## config.mk

```make
export PLATFORM = sky130hd
export DESIGN_NAME = accel_mem_host
export DESIGN_NICKNAME = d
export VERILOG_FILES = /design/src/rtl/accel_mem_host.sv
export SDC_FILE = /design/constraint.sdc
export NUM_CORES = 2
export LEC_CHECK = 0
export ABC_CLOCK_PERIOD_IN_PS = 53100
export CORE_UTILIZATION = 42
export CTS_CLUSTER_DIAMETER = 50
export DETAILED_ROUTE_END_ITERATION = 6
export PLACE_DENSITY = 0.66
export RECOVER_POWER = 25
export REMOVE_ABC_BUFFERS = 1
export SLEW_MARGIN = 10
export SYNTH_ARGS = -nofsm -noshare
export SYNTH_HDL_FRONTEND = slang
export SYNTH_SLANG_ARGS = --single-unit
```

## constraint.sdc

```tcl
create_clock -name clk -period 53.1 [get_ports clk]
set_input_delay 7.965 -clock clk [delete_from_list [all_inputs] [get_ports clk]]
set_output_delay 7.965 -clock clk [all_outputs]
set_load 0.03 [all_outputs]
```

## src/rtl/accel_mem_host.sv

```systemverilog
// accel_mem_host: operand/result memory with accelerator read/write-back port,
// host preload/readback port and the start/arm/run/done job sequencer.
module accel_mem_host #(
  parameter int DATA_W     = 64,
  parameter int ADDR_W     = 4,
  parameter int ARM_CYCLES = 2,
  parameter int TIMEOUT    = 255,
  parameter int RES_ADDR   = 2
) (
  input  logic              clk,
  input  logic              rst,
  input  logic              host_wr_en,
  input  logic              host_rd_en,
  input  logic [ADDR_W-1:0] host_addr,
  input  logic [DATA_W-1:0] host_wdata,
  output logic [DATA_W-1:0] host_rdata,
  input  logic              host_start,
  output logic              host_busy,
  output logic              host_done,
  output logic              host_err,
  output logic [DATA_W-1:0] result,
  output logic              comp_enb,
  input  logic [ADDR_W-1:0] mem_addr,
  output logic [DATA_W-1:0] mem_data,
  input  logic              mem_read_enb,
  input  logic              mem_write_enb,
  input  logic [ADDR_W-1:0] res_addr,
  input  logic [DATA_W-1:0] res_data,
  input  logic              busyb,
  input  logic              done
);

  localparam int DEPTH = 2 ** ADDR_W;
  localparam logic [7:0] ARM_LAST = 8'(ARM_CYCLES - 1);
  localparam logic [7:0] TMO = 8'(TIMEOUT);
  localparam logic [ADDR_W-1:0] RES_A = ADDR_W'(RES_ADDR);

  typedef enum logic [1:0] {
    IDLE,
    ARM,
    RUN
  } state_e;

  state_e state_q, state_d;

  logic [DATA_W-1:0] mem_q [DEPTH];
  logic [DATA_W-1:0] host_rdata_q, host_rdata_d;
  logic [DATA_W-1:0] result_q, result_d;
  logic              busy_q, busy_d;
  logic              done_q, done_d;
  logic              err_q, err_d;
  logic              comp_enb_q, comp_enb_d;
  logic [7:0]        arm_cnt_q, arm_cnt_d;
  logic [7:0]        tmo_cnt_q, tmo_cnt_d;
  logic [7:0]        tmo_next;
  logic              host_wr_ok;
  logic              acc_wr_ok;
  logic              unused_inputs;

  assign unused_inputs = ^{mem_read_enb, busyb};

  assign host_wr_ok = host_wr_en && (state_q == IDLE);
  assign acc_wr_ok  = !mem_write_enb && (state_q == RUN);
  assign tmo_next   = tmo_cnt_q + 8'd1;

  assign mem_data   = mem_q[mem_addr];
  assign host_rdata = host_rdata_q;
  assign result     = result_q;
  assign host_busy  = busy_q;
  assign host_done  = done_q;
  assign host_err   = err_q;
  assign comp_enb   = comp_enb_q;

  always_comb begin
    state_d      = state_q;
    arm_cnt_d    = arm_cnt_q;
    tmo_cnt_d    = tmo_cnt_q;
    result_d     = result_q;
    done_d       = done_q;
    err_d        = err_q;
    host_rdata_d = host_rd_en ? mem_q[host_addr] : host_rdata_q;

    if (state_q != IDLE && (host_wr_en || host_start)) begin
      err_d = 1'b1;
    end

    unique case (state_q)
      IDLE: begin
        if (host_start) begin
          state_d   = ARM;
          arm_cnt_d = 8'd0;
          done_d    = 1'b0;
          err_d     = 1'b0;
        end
      end
      ARM: begin
        if (arm_cnt_q == ARM_LAST) begin
          state_d   = RUN;
          tmo_cnt_d = 8'd0;
        end else begin
          arm_cnt_d = arm_cnt_q + 8'd1;
        end
      end
      RUN: begin
        if (done) begin
          state_d = IDLE;
          done_d  = 1'b1;
          // Forward a write-back landing on the completion edge itself.
          if (acc_wr_ok && res_addr == RES_A) begin
            result_d = res_data;
          end else begin
            result_d = mem_q[RES_A];
          end
        end else begin
          tmo_cnt_d = tmo_next;
          if (tmo_next == TMO) begin
            state_d = IDLE;
            err_d   = 1'b1;
          end
        end
      end
      default: begin
        state_d = IDLE;
      end
    endcase

    comp_enb_d = (state_d != RUN);
    busy_d     = (state_d != IDLE);
  end

  always_ff @(posedge clk or posedge rst) begin
    if (rst) begin
      state_q      <= IDLE;
      arm_cnt_q    <= 8'd0;
      tmo_cnt_q    <= 8'd0;
      host_rdata_q <= '0;
      result_q     <= '0;
      busy_q       <= 1'b0;
      done_q       <= 1'b0;
      err_q        <= 1'b0;
      comp_enb_q   <= 1'b1;
    end else begin
      state_q      <= state_d;
      arm_cnt_q    <= arm_cnt_d;
      tmo_cnt_q    <= tmo_cnt_d;
      host_rdata_q <= host_rdata_d;
      result_q     <= result_d;
      busy_q       <= busy_d;
      done_q       <= done_d;
      err_q        <= err_d;
      comp_enb_q   <= comp_enb_d;
    end
  end

  always_ff @(posedge clk or posedge rst) begin
    if (rst) begin
      for (int i = 0; i < DEPTH; i++) begin
        mem_q[i] <= '0;
      end
    end else if (host_wr_ok) begin
      mem_q[host_addr] <= host_wdata;
    end else if (acc_wr_ok) begin
      mem_q[res_addr] <= res_data;
    end
  end

endmodule
```

### Word level (Yosys, flattened, before mapping)

Cells that the tools add are included.

* flip-flop bits (word level): 1174
* bits of input ports: 149
* output and inout port bits: 196
* logic and storage cells: 99

* add/subtract/negate cells: 2
* order comparisons: 5
* eq/ne operators: 11
* muxes and demuxes: 34
* bitwise logic cells: 3
* reduce and logical (&&, ||, !) cells: 19

Operator list (count)
* $bwmux W1024: 2
* $mux W1024: 2
* $bmux W64 S4: 2
* $demux W64 S4: 2
* $mux W64: 7
* $mux W8: 4
* $pmux W8 S2: 2
* $add A8 B1 Y8 const B: 2
* $ge A5 B5 Y1 const B: 3
* $not A4 Y5: 3
* $ne A2 B2 Y1 const B: 6
* $reduce_bool A2 Y1: 6
* $lt A5 B1 Y1 const B: 2
* $reduce_and A3 Y1: 3
* $eq A8 B1 Y1 const B: 1
* $eq A8 B8 Y1 const B: 1
* $mux W2: 4
* $logic_and A1 B1 Y1: 6
* $mux W1: 6
* $pmux W2 S3: 1
* $eq A4 B2 Y1 const B: 1
* $pmux W1 S2: 2
* $eq A2 B1 Y1 const B: 1
* $eq A2 B2 Y1 const B: 1
* other kinds (4): 4

### Logic depth before layout (Yosys ltp)

* word-level depth: 8
* depth in mapped cells: 10
* depth with buffers taken out: 6

### Least setup slack after synthesis

OpenSTA, ideal clock, no wires.

* path kind: input port to output port
* start point: in mem_addr[0]
* end point: out mem_data[0]
* arrival: 9.581 ns
* required time: 45.135 ns
* path slack: 35.554 ns
* cell stages on the path: 5
* path buffers: 3
* cells stage by stage: buf_2 -> buf_6 -> buf_2 -> mux4_2 -> mux4_2

* longest elaborated chain between the ends: 4

RTL lines
* start: declaration: RTL line 23 `input logic [ADDR_W-1:0] mem_addr,`
* $not A4 Y5 (implied by the code): RTL line 66 `assign mem_data = mem_q[mem_addr];`
* $bmux W64 S4: RTL line 66
* $mux W64 (implied by the code) (2 in a row): RTL line 66
* end: declaration: RTL line 24 `output logic [DATA_W-1:0] mem_data,`

No other way between the ends. The select of a mux whose other input is x is not followed.

==> key figures <==
Power and ir drop
  • Power share of the combinational group: 34.5%
  • Seq pwr share: 40.1%
  • Clock share of power: between 20% and 30%
  • Final Power: between 4 and 5 mW
  • Max VDD drop: 0.0000325 V
  • Total leakage power: 30.5 nW
  • NetSw: 1.61 mW
  • Switching power share of the total: between 30% and 40%
  • Pint: ~2.6 mW
  • PwrDens: 54.8 nW/um^2

Status
  • Violated checks: design-rule violations, max-capacitance violations, max-slew violations
  • Run status: complete, but fails checks

Timing
  • Worst rel slew slack: -478%
  • Least-Margin Pin Slew: 8670 ps
  • Final hold vios: 0
  • RSZ-0062 raised after global routing: no
  • Setup ws final: about 33000 ps
  • Hold WS: 468 ps
  • Fin crit period: 20470 ps
  • Total Negative Setup Slacks: 0 ps
  • Crit share post-route: between 30% and 40%
  • Final setup fails: 0
  • Fin Clk Skew: around 22 ps
  • Max Slew Vio Count: 875
  • Max Freq: 48.9 MHz

Synthesis
  • Cell accounting for the most synthesized area: dfrtp_1
  • Post-synth top flop: dfrtp_1
  • Mapped Cells: 6859
  • Most common cell in the netlist: dfrtp_1
  • Yosys top cell area share: 41.8%
  • Distinct cells, synth: 64
  • Synth warnings: 0
  • Dominant cells by area after synthesis: dfrtp_1, mux4_2, a22oi_1
  • Top cells by count, synth: dfrtp_1, nor2_1, a21oi_1
  • Seq cells post-synth: 1174
  • Synthesized area: ~70000 um^2
  • Register area share after synthesis: about two fifths
  • Mean Syn Cell Area: between 10 and 15 um^2
  • Post-synthesis async set-or-reset flop share: between 90% and 100%
  • Post-synth EDFFs: 0

Worst setup path
  • Critical Path Max Stage Delay: around 6200 ps
  • Critical path peak fanout: 151
  • CP required: about 54000 ps
  • Flop2flop setup slack: 47890 ps
  • R2R depth: 6
  • Crit-path cells: dlygate4sd3_1 -> clkinvlp_2 -> clkbuf_1 -> clkbuf_1 -> buf_4
  • CP max-delay cell: clkbuf_1
  • CP startpoint kind: input pin
  • Critical path's most frequent cell: clkbuf_1
  • Reg2reg end: mem_q[764]
  • Worst Path Arrival: 21300 ps
  • Buf+Inv Stages, Crit Path: 5
  • Worst path top cell family by delay: buffers and inverters
  • Reg2reg start: state_q[0]
  • CP Class: in -> async
  • CP endpoint kind: async pin

Die
  • IO Pins: 345
  • Chip Height: 411 um
  • Die X: 411 um
  • Die Area: 169000 um^2
  • Row count: 149
  • Initial Util: 42.5%
  • Core box area: 165000 um^2

Finish
  • Core Util, Final: a little under half
  • Layout cells sized above 1: 12.5%
  • Final #Nets: 6675
  • Final Instance Count excl. Fillers: around 8.8k
  • Cell area after layout: 77300 um^2
  • Fillers: 15.0k
  • Register area: 29400 um^2
  • Area Growth Syn to Fin: 10.0%
  • Area occupied by multi-input gates: between 30000 and 40000 um^2

Flow run
  • Max-cap violations: 14

Drt
  • WL final: around 300000 um
  • Starting DRC count in detailed routing: roughly 9.4k
  • Post-route DRC: 2
  • Routed vias: 62.8k
  • Post-DRT Antenna Nets: 0
  • Drt first pass iters: 7
  • DR vias/cell: 7.10
  • Routed wire per std cell: about 33 um

Global route
  • Grt met2 use: 49.3%
  • Grt ovf: 0
  • Met3 Use GR: 12.1%
  • GRT met1 Usage: about 44%
  • Global-route wire length before repair: 425000 um
  • Pin count of the biggest net entering global routing: between 150 and 200
  • Gr usage total: 34.2%
  • GR peak layer: met2
  • Vias in the first global route: 61.0k
  • Antenna violations before repair: 22

Clock network
  • CTS Sinks: 1174
  • Post-CTS Hold Fix Bufs: 0
  • Max Buffers Root-to-Sink: 3
  • Post-cts sizing count: 0
  • CTS buffer count: 155
  • Clk slew on worst S/H paths: 60 ps
  • CTS root buffer: clkbuf_16
  • CTS H-tree depth: 4
  • CTS tree: done
  • Post-CTS setup repair buffer count: 0
  • Worst skew pair latency: roughly 840 ps

Worst hold path
  • Worst min path class: reg -> reg
  • Worst hold endpoint: result[25]
  • Hold path cells: 2
  • Worst hold start: result[25]

Placed design
  • Input/output buffers: 342
  • Placed cell count: 8554
  • Dpl hpwl: 156000 um
  • Gpl congestion: approximately 0.87
  • Post-DP Area: 72100 um^2
  • Pre-CTS WS: about 33000 ps
==> flip-flops by register name (all words and copies together), names as in the netlist <==
signal      flops
host_busy       1
host_done       1
state_q         2
mem_q        1024
result         64
comp_enb        1
host_err        1
tmo_cnt_q       8
arm_cnt_q       8
host_rdata     64
==> worst reg2reg max path: stages (launching register included) <==
cell     delay [ps]
dfrtp_1         510
nor3b_4         270
buf_12          620
a22o_1         2190
buf_4          1170
nor2_1          180
a21oi_1         170
==> power by group through the flow <==
stage / Clock, mW / Sequential (mW) / Combinational, mW
detailed placement: 0 / 1.69 / 1.44
global route: 1.12 / 1.74 / 1.57
global placement: 0 / 1.67 / 1.41
finish: 1.08 / 1.70 / 1.46
floorplan: 0 / 1.64 / 0.953
CTS: 1.08 / 1.68 / 1.45
==> cell families after synthesis <==
group                      synth area share (%)
xor gates and xnor gates                 0.0998
buffers and inverters                      8.02
AOI/OAI and AO/OA                          22.0
and+or+nand+nor                            9.17
muxes                                      18.8
adders and majority gates                0.0713
DFF                                        41.8
==> worst max path at each step <==
stage,startpoint,to,cells after the start,slack [ps]
3_5_place_dp,mem_addr[0],mem_data[49],6,33020
3_3_place_gp,mem_addr[0],mem_data[49],6,33080
5_1_grt,rst,mem_q[777],5,30500
2_1_floorplan,rst,arm_cnt_q[0],1,12070
6_report,rst,mem_q[777],5,32630
4_1_cts,mem_addr[0],mem_data[49],6,33030
==> metal layers <==
metal	up-vias	wire [um]
met5	-	92
met2	5352	125000
met1	31100	104000
met4	14	21600
met3	1365	44100
li1	25000	-
==> area by class of cell <==
cell class,instances,share of cell area (%)
antenna,18,0.0583
clock buffer,207,5.64
clock inverter,70,1.08
inverter,4,0.0211
multi-input combinational,4721,45.9
sequential,1174,38.0
tap,2189,3.55
timing repair buffer,466,5.68
==> cell usage in the layout, fill, tap and decap left out, types with 40 or more instances in the layout <==
| master | n |
|---|---|
| dfrtp_1 | 1173 |
| nor2_1 | 1099 |
| a21oi_1 | 963 |
| a22oi_1 | 845 |
| mux2i_1 | 448 |
| mux4_2 | 384 |
| clkdlybuf4s50_1 | 198 |
| clkbuf_16 | 159 |
| dlygate4sd3_1 | 135 |
| o22ai_1 | 129 |
| and2_1 | 118 |
| o21ai_0 | 115 |
| buf_4 | 110 |
| a32oi_1 | 105 |
| nand2_1 | 105 |
| a31oi_1 | 66 |
| and3_1 | 60 |
| a221o_1 | 57 |
| clkbuf_1 | 40 |
Note: power is estimated with default switching activity, not from simulation.
